File: src/rtl/seg7_if.sv
// Display-side bundle of the 8-digit scan controller: staged content inputs,
// load/ack handshake and the active-low anode/segment drive lines.
interface seg7_if;
  logic [31:0] DATA;
  logic [7:0]  DP_EN;
  logic [7:0]  DIG_EN;
  logic        LOAD;
  logic        UPD_ACK;
  logic        CA, CB, CC, CD, CE, CF, CG;
  logic        DP;
  logic [7:0]  AN;

  modport master (
    output DATA, DP_EN, DIG_EN, LOAD,
    input  UPD_ACK, CA, CB, CC, CD, CE, CF, CG, DP, AN
  );

  modport slave (
    input  DATA, DP_EN, DIG_EN, LOAD,
    output UPD_ACK, CA, CB, CC, CD, CE, CF, CG, DP, AN
  );
endinterface

File: src/rtl/seg7_scan_ctrl.sv
// Time-multiplexed scan controller for an 8-digit common-anode 7-segment display.
// Contents are double-buffered and swapped only at frame boundaries.
module seg7_scan_ctrl #(
  parameter int SCAN_DIV     = 100000,
  parameter int BLANK_CYCLES = 2000
) (
  input logic   clk,
  input logic   rst,
  seg7_if.slave disp
);

  localparam int PW = (SCAN_DIV > 1) ? $clog2(SCAN_DIV) : 1;
  localparam logic [PW-1:0] SLOT_LAST = PW'(SCAN_DIV - 1);
  localparam logic [PW-1:0] BLANK_END = PW'(BLANK_CYCLES);

  typedef struct packed {
    logic [31:0] data;
    logic [7:0]  dp_en;
    logic [7:0]  dig_en;
  } disp_t;

  logic [PW-1:0] prescaler;
  logic [2:0]    idx;
  logic          slot_tick;
  logic          frame_tick;
  logic          in_gap;
  logic          commit;

  disp_t staging;
  disp_t shadow;
  logic  pending;

  logic [7:0] an_d, an_q;
  logic [6:0] seg_d, seg_q;     // {a,b,c,d,e,f,g}, active low
  logic       dp_d, dp_q;
  logic       ack_q;
  logic [3:0] nibble;

  function automatic logic [6:0] decode(input logic [3:0] v);
    logic [6:0] s;
    s = 7'h00;
    case (v)
      4'h0: s = 7'h7E;  4'h1: s = 7'h30;  4'h2: s = 7'h6D;  4'h3: s = 7'h79;
      4'h4: s = 7'h33;  4'h5: s = 7'h5B;  4'h6: s = 7'h5F;  4'h7: s = 7'h70;
      4'h8: s = 7'h7F;  4'h9: s = 7'h7B;  4'hA: s = 7'h77;  4'hB: s = 7'h1F;
      4'hC: s = 7'h4E;  4'hD: s = 7'h3D;  4'hE: s = 7'h4F;  4'hF: s = 7'h47;
      default: s = 7'h00;
    endcase
    return s;
  endfunction

  assign slot_tick  = (prescaler == SLOT_LAST);
  assign frame_tick = slot_tick && (idx == 3'd7);
  assign commit     = frame_tick && pending;

  // A zero-length gap would otherwise be an always-false compare.
  generate
    if (BLANK_CYCLES == 0) begin : g_no_gap
      assign in_gap = 1'b0;
    end else begin : g_gap
      assign in_gap = (prescaler < BLANK_END);
    end
  endgenerate

  // NOTE: state registers use non-blocking assignments so every flop samples
  // the pre-edge values of its neighbours, regardless of process ordering.
  always_ff @(posedge clk or posedge rst) begin
    if (rst) begin
      prescaler <= '0;
      idx       <= '0;
    end else if (slot_tick) begin
      prescaler <= '0;
      idx       <= idx + 3'd1;
    end else begin
      prescaler <= prescaler + 1'b1;
    end
  end

  // The LOAD branch comes last so a same-cycle strobe keeps pending set while
  // the older staging value is the one committed.
  always_ff @(posedge clk or posedge rst) begin
    if (rst) begin
      staging <= '0;
      shadow  <= '0;
      pending <= 1'b0;
      ack_q   <= 1'b0;
    end else begin
      ack_q <= commit;
      if (commit) begin
        shadow  <= staging;
        pending <= 1'b0;
      end
      if (disp.LOAD) begin
        staging <= '{data: disp.DATA, dp_en: disp.DP_EN, dig_en: disp.DIG_EN};
        pending <= 1'b1;
      end
    end
  end

  assign nibble = shadow.data[{idx, 2'b00} +: 4];

  // NOTE: every output of this block gets a default first, so no path
  // through it can leave a value unassigned and infer a latch.
  always_comb begin
    an_d  = 8'hFF;
    seg_d = 7'h7F;
    dp_d  = 1'b1;
    if (!in_gap && shadow.dig_en[idx]) begin
      an_d  = ~(8'b1 << idx);
      seg_d = ~decode(nibble);
      dp_d  = ~shadow.dp_en[idx];
    end
  end

  // Anodes and segments share one register stage, so digits never glitch.
  always_ff @(posedge clk or posedge rst) begin
    if (rst) begin
      an_q  <= 8'hFF;
      seg_q <= 7'h7F;
      dp_q  <= 1'b1;
    end else begin
      an_q  <= an_d;
      seg_q <= seg_d;
      dp_q  <= dp_d;
    end
  end

  assign disp.AN      = an_q;
  assign disp.CA      = seg_q[6];
  assign disp.CB      = seg_q[5];
  assign disp.CC      = seg_q[4];
  assign disp.CD      = seg_q[3];
  assign disp.CE      = seg_q[2];
  assign disp.CF      = seg_q[1];
  assign disp.CG      = seg_q[0];
  assign disp.DP      = dp_q;
  assign disp.UPD_ACK = ack_q;

endmodule
File: src/flat_wrapper.sv
// flat-port wrapper written by rule: the top's interface ports become plain ports
module seg7_scan_ctrl_flat 
#(
  parameter int SCAN_DIV     = 100000,
  parameter int BLANK_CYCLES = 2000
)
  (clk, rst, disp_DATA, disp_DP_EN, disp_DIG_EN, disp_LOAD, disp_UPD_ACK, disp_CA, disp_CB, disp_CC, disp_CD, disp_CE, disp_CF, disp_CG, disp_DP, disp_AN);
  seg7_if disp_i ();
  input logic clk;
  input logic rst;
  input wire logic [$bits(disp_i.DATA)-1:0] disp_DATA;
  input wire logic [$bits(disp_i.DP_EN)-1:0] disp_DP_EN;
  input wire logic [$bits(disp_i.DIG_EN)-1:0] disp_DIG_EN;
  input wire logic [$bits(disp_i.LOAD)-1:0] disp_LOAD;
  output wire logic [$bits(disp_i.UPD_ACK)-1:0] disp_UPD_ACK;
  output wire logic [$bits(disp_i.CA)-1:0] disp_CA;
  output wire logic [$bits(disp_i.CB)-1:0] disp_CB;
  output wire logic [$bits(disp_i.CC)-1:0] disp_CC;
  output wire logic [$bits(disp_i.CD)-1:0] disp_CD;
  output wire logic [$bits(disp_i.CE)-1:0] disp_CE;
  output wire logic [$bits(disp_i.CF)-1:0] disp_CF;
  output wire logic [$bits(disp_i.CG)-1:0] disp_CG;
  output wire logic [$bits(disp_i.DP)-1:0] disp_DP;
  output wire logic [$bits(disp_i.AN)-1:0] disp_AN;
  assign disp_i.DATA = disp_DATA;
  assign disp_i.DP_EN = disp_DP_EN;
  assign disp_i.DIG_EN = disp_DIG_EN;
  assign disp_i.LOAD = disp_LOAD;
  assign disp_UPD_ACK = disp_i.UPD_ACK;
  assign disp_CA = disp_i.CA;
  assign disp_CB = disp_i.CB;
  assign disp_CC = disp_i.CC;
  assign disp_CD = disp_i.CD;
  assign disp_CE = disp_i.CE;
  assign disp_CF = disp_i.CF;
  assign disp_CG = disp_i.CG;
  assign disp_DP = disp_i.DP;
  assign disp_AN = disp_i.AN;
  seg7_scan_ctrl #(.SCAN_DIV(SCAN_DIV), .BLANK_CYCLES(BLANK_CYCLES)) u_core (.clk(clk), .rst(rst), .disp(disp_i));
endmodule
File: config.mk
export PLATFORM = sky130hd
export DESIGN_NAME = seg7_scan_ctrl_flat
export DESIGN_NICKNAME = d
export VERILOG_FILES = /design/src/rtl/seg7_if.sv /design/src/rtl/seg7_scan_ctrl.sv /design/src/flat_wrapper.sv
export SDC_FILE = /design/constraint.sdc
export NUM_CORES = 1
export LEC_CHECK = 0
export BUFFER_PORTS_ARGS = -buffer_cell sky130_fd_sc_hd__clkbuf_2
export CAP_MARGIN = 20
export CORE_MARGIN = 2
export CORE_UTILIZATION = 40
export DETAILED_ROUTE_END_ITERATION = 16
export PLACE_DENSITY = 0.54
export SLEW_MARGIN = 20
export SYNTH_ARGS = -nofsm -noshare
export SYNTH_HDL_FRONTEND = slang
export SYNTH_SLANG_ARGS = --single-unit
File: constraint.sdc
create_clock -name clk -period 12.2 [get_ports clk]
set_input_delay 3.05 -clock clk [delete_from_list [all_inputs] [get_ports clk]]
set_output_delay 3.05 -clock clk [all_outputs]
set_load 0.005 [all_outputs]
### Word level (Yosys, flattened, before mapping)

Memory sizes are Yosys's and may differ from the RTL's.
Index checks and enable logic that the tools add are counted.
Widths: inputs -> output; s select.

* bits in registers: 134
* memory bits (read-only): 112
* bits of input ports: 51
* word-level logic and storage cells: 41
* memories kept: 1

Memories
* (no name shown): words 16, bits a word 7, read ports 1, clocked after memory_dff 0, write ports 0, RTL line seg7_scan_ctrl.sv:42 `case (v)`

* $add $sub $neg: 2
* magnitude comparators: 2
* equality and inequality tests: 2
* shift operators: 2
* muxes and demuxes: 11
* bitwise operators: 3
* reductions and logical operators: 5

Operator list (count)
* $shiftx 32x6->4: 1
* $add 17x1->17 const B: 1
* $eq 17x17->1 const B: 1
* $lt 17x11->1 const B: 1
* $mux 17: 1
* $mux 7: 2
* $mux 8: 1
* $not 8->8: 1
* $shl 1x3->8 const A: 1
* $not 7->7: 1
* $bmux 1 s3: 2
* $mux 1: 5
* $lt 3x4->1 const B: 1
* $add 3x1->3 const B: 1
* $eq 3x3->1 const B: 1
* $logic_and 1x1->1: 3
* $reduce_bool 2->1: 1
* $logic_not 1->1: 1
* $not 1->1: 1

### Logic depth before layout (Yosys ltp)

Gate-level depths: netlist of the first run.

* depth in word-level cells: 6
* gate-level depth with buffers: 10

### Worst setup path before layout of the first run

OpenSTA, ideal clock, no wires.

* path type: in2reg
* start: input port disp_LOAD
* end: register u_core.staging[36] (netlist name)
* setup time: 0.125 ns
* arrival time: 4.092 ns
* required time: 12.075 ns
* slack: 7.983 ns
* stages on the path: 3
* path through: buf_1 -> buf_1 -> mux2_2

RTL lines
* start, declared: RTL line flat_wrapper.sv:14 `input wire logic [$bits(disp_i.LOAD)-1:0] disp_LOAD;`
* end signal, assigned: RTL line seg7_scan_ctrl.sv:94 `staging <= '{data: disp.DATA, dp_en: disp.DP_EN, dig_en: disp.DIG_EN};`
* end, declared: RTL line seg7_scan_ctrl.sv:29 `disp_t staging;`

No word-level cell between the ends.

### Worst setup path in the final report of the first run

* start: register u_core.an_q[3], in the netlist u_core.disp.AN[3]
* end: output port disp_AN[3]

RTL lines
* start, declared: RTL line seg7_scan_ctrl.sv:33 `logic [7:0] an_d, an_q;`
* start signal, assigned: RTL line seg7_scan_ctrl.sv:122 `an_q <= an_d;`
* end, declared: RTL line flat_wrapper.sv:24 `output wire logic [$bits(disp_i.AN)-1:0] disp_AN;`

No word-level cell between the ends.

==> results of run 1 <==
worst max path at each step:
stage	start	endpoint	slack, ns	depth (start not counted)
2_1_floorplan	rst	u_core.disp.UPD_ACK	5.59	1
3_3_place_gp	rst	u_core.staging[44]	7.50	3
3_5_place_dp	rst	u_core.shadow[32]	7.48	3
4_1_cts	rst	u_core.idx[1]	7.91	3
5_1_grt	u_core.disp.AN[3]	disp_AN[3]	8.07	1
6_report	u_core.disp.AN[3]	disp_AN[3]	8.12	1
layout by cell type (no fill, tap or decap), drive strengths merged, types with 4 or more instances in the layout:
master	count
o21ai	7
inv	9
nor2	11
ha	13
nand2	26
a21oi	4
clkinv	5
xnor2	10
dfstp	16
clkbuf	89
nand4	4
xor2	5
buf	4
dfrtp	118
mux4	10
mux2i	10
nand3	6
mux2	98
o221ai	5
cell families (layout without fill, tap and decap cells):
logic type | count (synthesis) | count (layout) | synth area share
compound gates | 25 | 25 | 0.02920
xor+xnor | 15 | 15 | 0.02254
fa+ha+maj | 13 | 13 | 0.02791
buf+inv | 26 | 112 | 0.02083
flops | 134 | 134 | 0.5788
mux | 118 | 118 | 0.2581
simple gates | 69 | 69 | 0.06269
cell usage after synthesis, types with 7 or more instances:
cell,count
ha_1,13
mux2_2,78
mux2i_1,10
nand2_1,26
dfrtp_1,118
o21ai_0,7
inv_1,8
nor2_1,11
dfstp_2,16
xnor2_1,10
mux2_4,20
mux4_2,10
stage by stage:
stage | utilization | std cells | hold slack, ns | setup WS [ns]
final | 0.4828 | 670 | 0.4919 | 8.115
after global routing | 0.4828 | 670 | 0.5151 | 8.066
after CTS | 0.4826 | 670 | 0.4925 | 7.913
after detailed placement | 0.4411 | 638 | 0.4845 | 7.479
after global placement | 0.4411 | 638 | 0.4663 | 7.497
after floorplan | - | 400 | 0.4479 | 5.594
flip-flops by register name, indices dropped and copies added (netlist names):
register             count
u_core.idx               3
u_core.disp.AN           8
u_core.staging          48
u_core.seg_q             7
u_core.disp.DP           1
u_core.pending           1
u_core.prescaler        17
u_core.disp.UPD_ACK      1
u_core.shadow           48
where the power goes:
| part | internal [uW] | total [uW] | switching (uW) | leakage [uW] |
|---|---|---|---|---|
| clock | 318 | 505 | 187 | 0.000284 |
| combinational | 20.5 | 38.4 | 17.8 | 0.00130 |
| sequential | 461 | 470 | 8.79 | 0.00169 |
final cells by class:
class / instances / area share
Tap cell: 184 / 0.03318
Inverter: 9 / 0.005230
Clock buffer: 22 / 0.06835
Multi-Input combinational cell: 240 / 0.3363
Clock inverter: 10 / 0.01749
Timing Repair Buffer: 71 / 0.05320
Sequential cell: 134 / 0.4862
metal layers:
layer / vias up / part of all wire
met1: 1743 / 0.48
met3: 10 / 0.036
met5: - / 0
li1: 1579 / -
met2: 64 / 0.48
met4: 0 / 0.013
==> metrics.txt, run 1 <==
HP Class reg -> reg; CTS tree yes; PortBufs 67; Layout fillers 1276; routed len/inst 16.25 microns; first-pass GRT wire length 18350 microns; Fin Setup TNS 0 ns; Finished Cell Area 6938 sq um; RR Endpoint u_core.seg_q[6]; Buf/Inv on CP 1; synthesized area per cell 14.57 sq um; CTS Hold Bufs 0; number of synthesized flops with an enable pin 0; met2 GRT Util 0.2388; CP endpoint kind output port; final wirelength 10890 microns; number of I/O pins 68; Peak VDD IR 0.09941 mV; GRT busiest layer met2; Synthesis Warnings 0; Post-CTS Setup Inserts 0; Crit Path Category reg -> out; Pwr Density 146.1 nW/um^2; cells along the critical path clkbuf_2; Area Overhead vs Synth 19.04%; Antenna Cells 0; share of layout cells above drive strength 1 0.4712; 1st-iter DRT viols 279; largest net degree at the start of global routing 88; register area 3373 sq um; Crit path largest cell delay 0.52 ns; core box area 14370 sq um; R2R Setup Slk 9.09 ns; Crit path max-delay family flip-flops; Pre-Repair DR Iteration Count 4; CTS root buf clkbuf_16; Via-to-Cell Ratio 5.069; post-synthesis async set-or-reset flop share 1.000; CTS H-tree lvls 4; die area 15550 sq um; Register-to-Register Path Depth 6; Synth area leaders dfrtp_1 51%, mux2_2 15%, dfstp_2 7.2%, mux2_4 5.2%, mux4_2 3.9%; # rows 44; Max-Cap Viols 0; vias after detailed routing 3396; outcome complete, no violations; period utilization 0.3348; post-synth cell types 44; Starting Density 0.4056; CP required 9.15 ns; Seq/Total Area, Yosys 0.5788; crit path launch type register; Final Hold Viols 0; hold path endpoint u_core.prescaler[0]; Max Fclk 244.8 MHz; leakage power 0.003272 uW; flops & latches, synth 134; gpl congestion 0.7452; post-route antenna net violation count 0; CTS buffer count 17; die width 124.7 microns; Total Power 1013 uW; Slew @ Worst Pin 0.9390 ns; final net count 537; post_cts resized 0; WHS Path Cells 1; # setup viols final 0; clk sink count 134; Mapped Cells 400; clock latency on the worst-skew pair 0.41 ns; gr ovfl total 0; slowest CP cell dfstp_2; # DRC 0; Syn Std Cell Area 5828 sq um; Cell Area, Placed 6339 sq um; clk buf depth 2; syn_nets 464; arrival time worst endpoint 1.03 ns; All-Layer GR Usage 0.1512; Critical R2R Launch u_core.idx[0]; GR Layer Usage met3 0.04338; Synth Flop Type dfrtp_1; min-delay src u_core.prescaler[0]; antenna violations before repair 0; minimum clock period 4.085 ns; crit-path max FO 1; die height 124.7 microns; met1 usage 0.1993; vias in the first global route 3547; Synth top area share 0.5067; area used by multi-input combinational logic 2333 sq um; clock-pin slew on the worst setup and hold paths 0.06 ns; post-synth top area cell dfrtp_1; HPWL after detailed placement 7303 microns; RSZ-0062 raised after global routing no; Layout Skew 0.007858 ns; max-slew violations 0; Slew headroom 0.3561
Power figures use the tool's default switching activity.
==> run 2, diff against run 1 <==
--- a/config.mk
+++ b/config.mk
@@ -10,7 +10,7 @@
 export CORE_MARGIN = 2
 export CORE_UTILIZATION = 40
 export DETAILED_ROUTE_END_ITERATION = 16
-export PLACE_DENSITY = 0.54
+export PLACE_DENSITY = 0.56
 export SLEW_MARGIN = 20
 export SYNTH_ARGS = -nofsm -noshare
 export SYNTH_HDL_FRONTEND = slang
==> constraint.sdc (replaced) <==
create_clock -name clk -period 3.4 [get_ports clk]
set_input_delay 0.85 -clock clk [delete_from_list [all_inputs] [get_ports clk]]
set_output_delay 0.85 -clock clk [all_outputs]
set_load 0.005 [all_outputs]
==> metrics.txt, run 2 (synthesis gave the netlist of run 1 again) <==
outcome complete, no violations; first-pass GRT wire length 19040 microns; final wirelength 11300 microns; post_cts resized 0; Net Sw Frac 0.1937; Final Hold Viols 0; arrival time worst endpoint 2.84 ns; CTS tree yes; Peak VDD IR 0.3454 mV; Area Overhead vs Synth 21.62%; commonest non-fill, non-tap cell in the layout dfrtp_1; share of layout cells above drive strength 1 0.4787; Starting Density 0.4056; dpl cells 644; biggest regs u_core.shadow (48), u_core.staging (48), u_core.prescaler (17); leakage power 0.003359 uW; Fin Setup TNS 0 ns; die width 124.7 microns; CTS Hold Bufs 0; NetSw 746.9 uW; number of I/O pins 68; Slew headroom 0.4816; CP endpoint kind register; PortBufs 67; Pre-Repair DR Iteration Count 4; # DRC 0; final net count 544; slowest CP cell dfrtp_1; die area 15550 sq um; clk sink count 134; # rows 44; HPWL after detailed placement 8053 microns; All-Layer GR Usage 0.1571; HP Class in -> async; routed len/inst 16.69 microns; Post-CTS Setup Inserts 0; Most Frequent Cell on Critical Path mux2i_1; crit-path max FO 15; post-route antenna net violation count 0; RR Endpoint u_core.seg_q[0]; most frequent cells in the layout 118 x dfrtp_1, 78 x mux2_2, 67 x clkbuf_2, 26 x nand2_1, 20 x mux2_4; cells along the critical path mux4_2 > mux2i_1 > inv_1 > ha_1 > mux2i_1 > o221ai_1; Crit path largest cell delay 0.70 ns; Logic pwr share 0.038; max-slew violations 0; CP startpoint u_core.idx[1]; Critical R2R Launch u_core.idx[1]; antenna violations before repair 0; Crit Path Category reg -> reg; # setup viols final 0; die height 124.7 microns; Register-to-Register Path Depth 6; clock-pin slew on the worst setup and hold paths 0.06 ns; Reg power frac 0.437; Layout fillers 1234; RSZ-0062 raised after global routing no; 1st-iter DRT viols 198; minimum clock period 2.574 ns; vias in the first global route 3648; crit path launch type register; Int Power 3109 uW; CTS root buf clkbuf_16; gpl congestion 0.8120; vias after detailed routing 3400; Layout Skew 0.009605 ns; Slew @ Worst Pin 0.7776 ns; Max-Cap Viols 0; largest net degree at the start of global routing 53; final std cells w/o fill 677; Clock power frac 0.525; R2R Setup Slk 0.83 ns; Antenna Cells 0; CTS buffer count 17; gr ovfl total 0; CTS H-tree lvls 4; Via-to-Cell Ratio 5.022; period utilization 0.7571; clock latency on the worst-skew pair 0.42 ns; clk buf depth 2; Pwr Density 544.0 nW/um^2; CP required 3.67 ns; core box area 14370 sq um; Max Fclk 388.5 MHz
==> run 2: changes by cell type in the layout (fill, tap and decap cells not counted), sizes merged <==
cell	before	now
clkinvlp	3	1
clkbuf	89	90
inv	9	7
buf	4	11
bufinv	2	5
==> run 2: final cells by class <==
cell class | instances | area [sq um] | share of cell area
flip-flops and latches | 134 | 3373 | 0.4759
multi-input cells | 240 | 2333 | 0.3292
clock buffers | 23 | 488.0 | 0.06884
repair buffers | 78 | 455.4 | 0.06425
well taps | 184 | 230.2 | 0.03248
clock inverters | 9 | 170.2 | 0.02401
inverters | 9 | 37.54 | 0.005296
==> run 2: per-stage QoR <==
stage	total power (uW)	util	worst slack (ns)	hold WS, ns	cell area, sq um
after floorplan	1793	-	0.8979	0.4479	5832
after CTS	3902	0.4919	0.8515	0.4936	7068
after detailed placement	1863	0.4461	0.9152	0.4928	6410
after global routing	3991	0.4933	0.6337	0.3997	7088
after global placement	1856	0.4461	1.115	0.4754	6410
final	3856	0.4933	0.8260	0.3849	7088
==> run 2: worst max-delay path by stage <==
stage / end / slack (ns) / depth (start not counted)
after floorplan: u_core.disp.UPD_ACK / 0.90 / 1
after global placement: u_core.seg_q[6] / 1.12 / 6
after detailed placement: u_core.seg_q[3] / 0.92 / 8
after CTS: u_core.seg_q[0] / 0.85 / 6
after global routing: u_core.seg_q[0] / 0.63 / 6
final: u_core.seg_q[0] / 0.83 / 6
==> run 2: layer usage <==
| layer | vias up | wire (microns) | track usage |
|---|---|---|---|
| met3 | 17 | 401 | 0.04081 |
| met2 | 64 | 5148 | 0.2337 |
| met5 | - | 0 | 0 |
| li1 | 1594 | - | - |
| met4 | 0 | 226 | 0.07204 |
| met1 | 1725 | 5522 | 0.2166 |
==> run 2: power by group through the flow <==
| stage | clock network [uW] | logic [uW] | registers [uW] |
|---|---|---|---|
| floorplan | 0 | 92.8 | 1700 |
| global placement | 0 | 143 | 1710 |
| detailed placement | 0 | 148 | 1720 |
| CTS | 2070 | 148 | 1690 |
| global route | 2130 | 163 | 1690 |
| finish | 2020 | 145 | 1690 |
==> run 2: worst max-delay path: cells and delay by family (launching register included) <==
| kind | cells | cell delay, ns |
|---|---|---|
| fa+ha+maj | 1 | 0.30 |
| compound gates | 1 | 0.20 |
| flops | 1 | 0.70 |
| mux | 3 | 1.04 |
| buf+inv | 1 | 0.19 |
==> run 3, diff against run 2 <==
--- a/config.mk
+++ b/config.mk
@@ -10,7 +10,7 @@
 export CORE_MARGIN = 2
 export CORE_UTILIZATION = 40
 export DETAILED_ROUTE_END_ITERATION = 16
-export PLACE_DENSITY = 0.56
+export PLACE_DENSITY = 0.54
 export SLEW_MARGIN = 20
 export SYNTH_ARGS = -nofsm -noshare
 export SYNTH_HDL_FRONTEND = slang
==> constraint.sdc (replaced) <==
create_clock -name clk -period 2.5 [get_ports clk]
set_input_delay 0.625 -clock clk [delete_from_list [all_inputs] [get_ports clk]]
set_output_delay 0.625 -clock clk [all_outputs]
set_load 0.005 [all_outputs]
==> metrics.txt, run 3 (synthesis gave the netlist of run 1 again) <==
outcome complete, no violations; cells along the critical path mux4_2 > mux2i_2 > inv_1 > ha_1 > inv_1 > a21oi_1 > a211oi_1 > o21ai_0; gr ovfl total 0; HPWL after detailed placement 7344 microns; most frequent cells in the layout 117 x dfrtp_1, 78 x mux2_2, 67 x clkbuf_2, 26 x nand2_1, 20 x mux2_4; clk sink count 134; CTS buffer count 17; 1st-iter DRT viols 220; crit-path max FO 7; die area 15550 sq um; Max-Cap Viols 0; final net count 542; Pwr Density 686.7 nW/um^2; Via-to-Cell Ratio 4.975; die width 124.7 microns; CTS Hold Bufs 0; arrival time worst endpoint 2.57 ns; Starting Density 0.4056; Crit Path Category reg -> reg; # setup viols final 0; period utilization 0.9067; vias in the first global route 3489; commonest non-fill, non-tap cell in the layout dfrtp_1; Place WS 0.08950 ns; routed len/inst 16.09 microns; Final Hold Viols 0; gpl congestion 0.8026; post-route antenna net violation count 0; die height 124.7 microns; final wirelength 10860 microns; first-pass GRT wire length 18190 microns; Peak VDD IR 0.4525 mV; Slew headroom 0.4666; HP Class in -> async; antenna violations before repair 0; clk buf depth 2; vias after detailed routing 3358; CTS root buf clkbuf_16; Slew @ Worst Pin 0.8001 ns; Crit path largest cell delay 0.55 ns; Hold Slack 0.3435 ns; Layout Skew 0.008104 ns; # rows 44; Crit path max-delay family multiplexers; CP required 2.80 ns; post_cts resized 0; clock-pin slew on the worst setup and hold paths 0.06 ns; Pre-Repair DR Iteration Count 4; clock latency on the worst-skew pair 0.42 ns; Core Util, Final 0.4855; max-slew violations 0; Buf/Inv on CP 2; Setup WS post-layout 0.2332 ns; PortBufs 67; # DRC 0; crit path launch type register; Most Frequent Cell on Critical Path inv_1; RSZ-0062 raised after global routing no; largest net degree at the start of global routing 135; number of I/O pins 68; biggest regs u_core.shadow (48), u_core.staging (48), u_core.prescaler (17); Fin Setup TNS 0 ns; Post-CTS Setup Inserts 0; Area Overhead vs Synth 19.71%; slowest CP cell mux4_2; CTS H-tree lvls 4; CP endpoint kind register; share of layout cells above drive strength 1 0.4847; minimum clock period 2.267 ns; Max Fclk 441.1 MHz; leakage power 0.003280 uW; All-Layer GR Usage 0.1499; core box area 14370 sq um; Antenna Cells 0; CTS tree yes
-- run 3: tightest hold or removal path, delay by kind of cell --
family / cells / cell delay, ns
buffers and inverters: 3 / 0.63
-- run 3: area by class of cell --
| cell class | count | area (sq um) |
|---|---|---|
| clock inverters | 14 | 117.6 |
| repair buffers | 76 | 440.4 |
| multi-input cells | 240 | 2337 |
| flip-flops and latches | 134 | 3374 |
| inverters | 9 | 37.54 |
| fillers | 1244 | 7392 |
| well taps | 184 | 230.2 |
| clock buffers | 18 | 439.2 |
-- run 3: worst paths after layout --
path / from / end / slack, ns / depth (start not counted)
worst max-delay path: u_core.idx[0] / u_core.seg_q[3] / 0.23 / 8
worst min-delay path: rst / u_core.staging[3] / 0.34 / 3
worst max register to register: u_core.idx[0] / u_core.seg_q[3] / 0.23 / 8
worst min register to register: u_core.prescaler[0] / u_core.prescaler[0] / 0.48 / 1
max in group asynchronous: rst / u_core.idx[0] / 1.52 / 3
min in group clk: disp_DIG_EN[0] / u_core.staging[0] / 0.43 / 2
-- run 3: through the flow --
stage | instance area [sq um] | total power [uW] | instances
after CTS | 6972 | 4875 | 675
final | 6977 | 4791 | 675
after global placement | 6415 | 2522 | 643
after detailed placement | 6415 | 2529 | 643
after global routing | 6977 | 4981 | 675
after floorplan | 5832 | 2439 | 400
-- run 3: metal layers --
| metal | share of wire | global-route usage |
|---|---|---|
| met1 | 0.49 | 0.2060 |
| met2 | 0.46 | 0.2173 |
| met3 | 0.042 | 0.05069 |
| met4 | 0.016 | 0.06345 |
| met5 | 0 | 0 |
-- run 3: power breakdown --
part           total [uW]  switching (uW)  internal [uW]  leakage (uW)
logic                 190            86.0            104       0.00133
clock network        2310             992           1320      0.000266
registers            2290            43.0           2250       0.00169
total                4790            1120           3670       0.00328
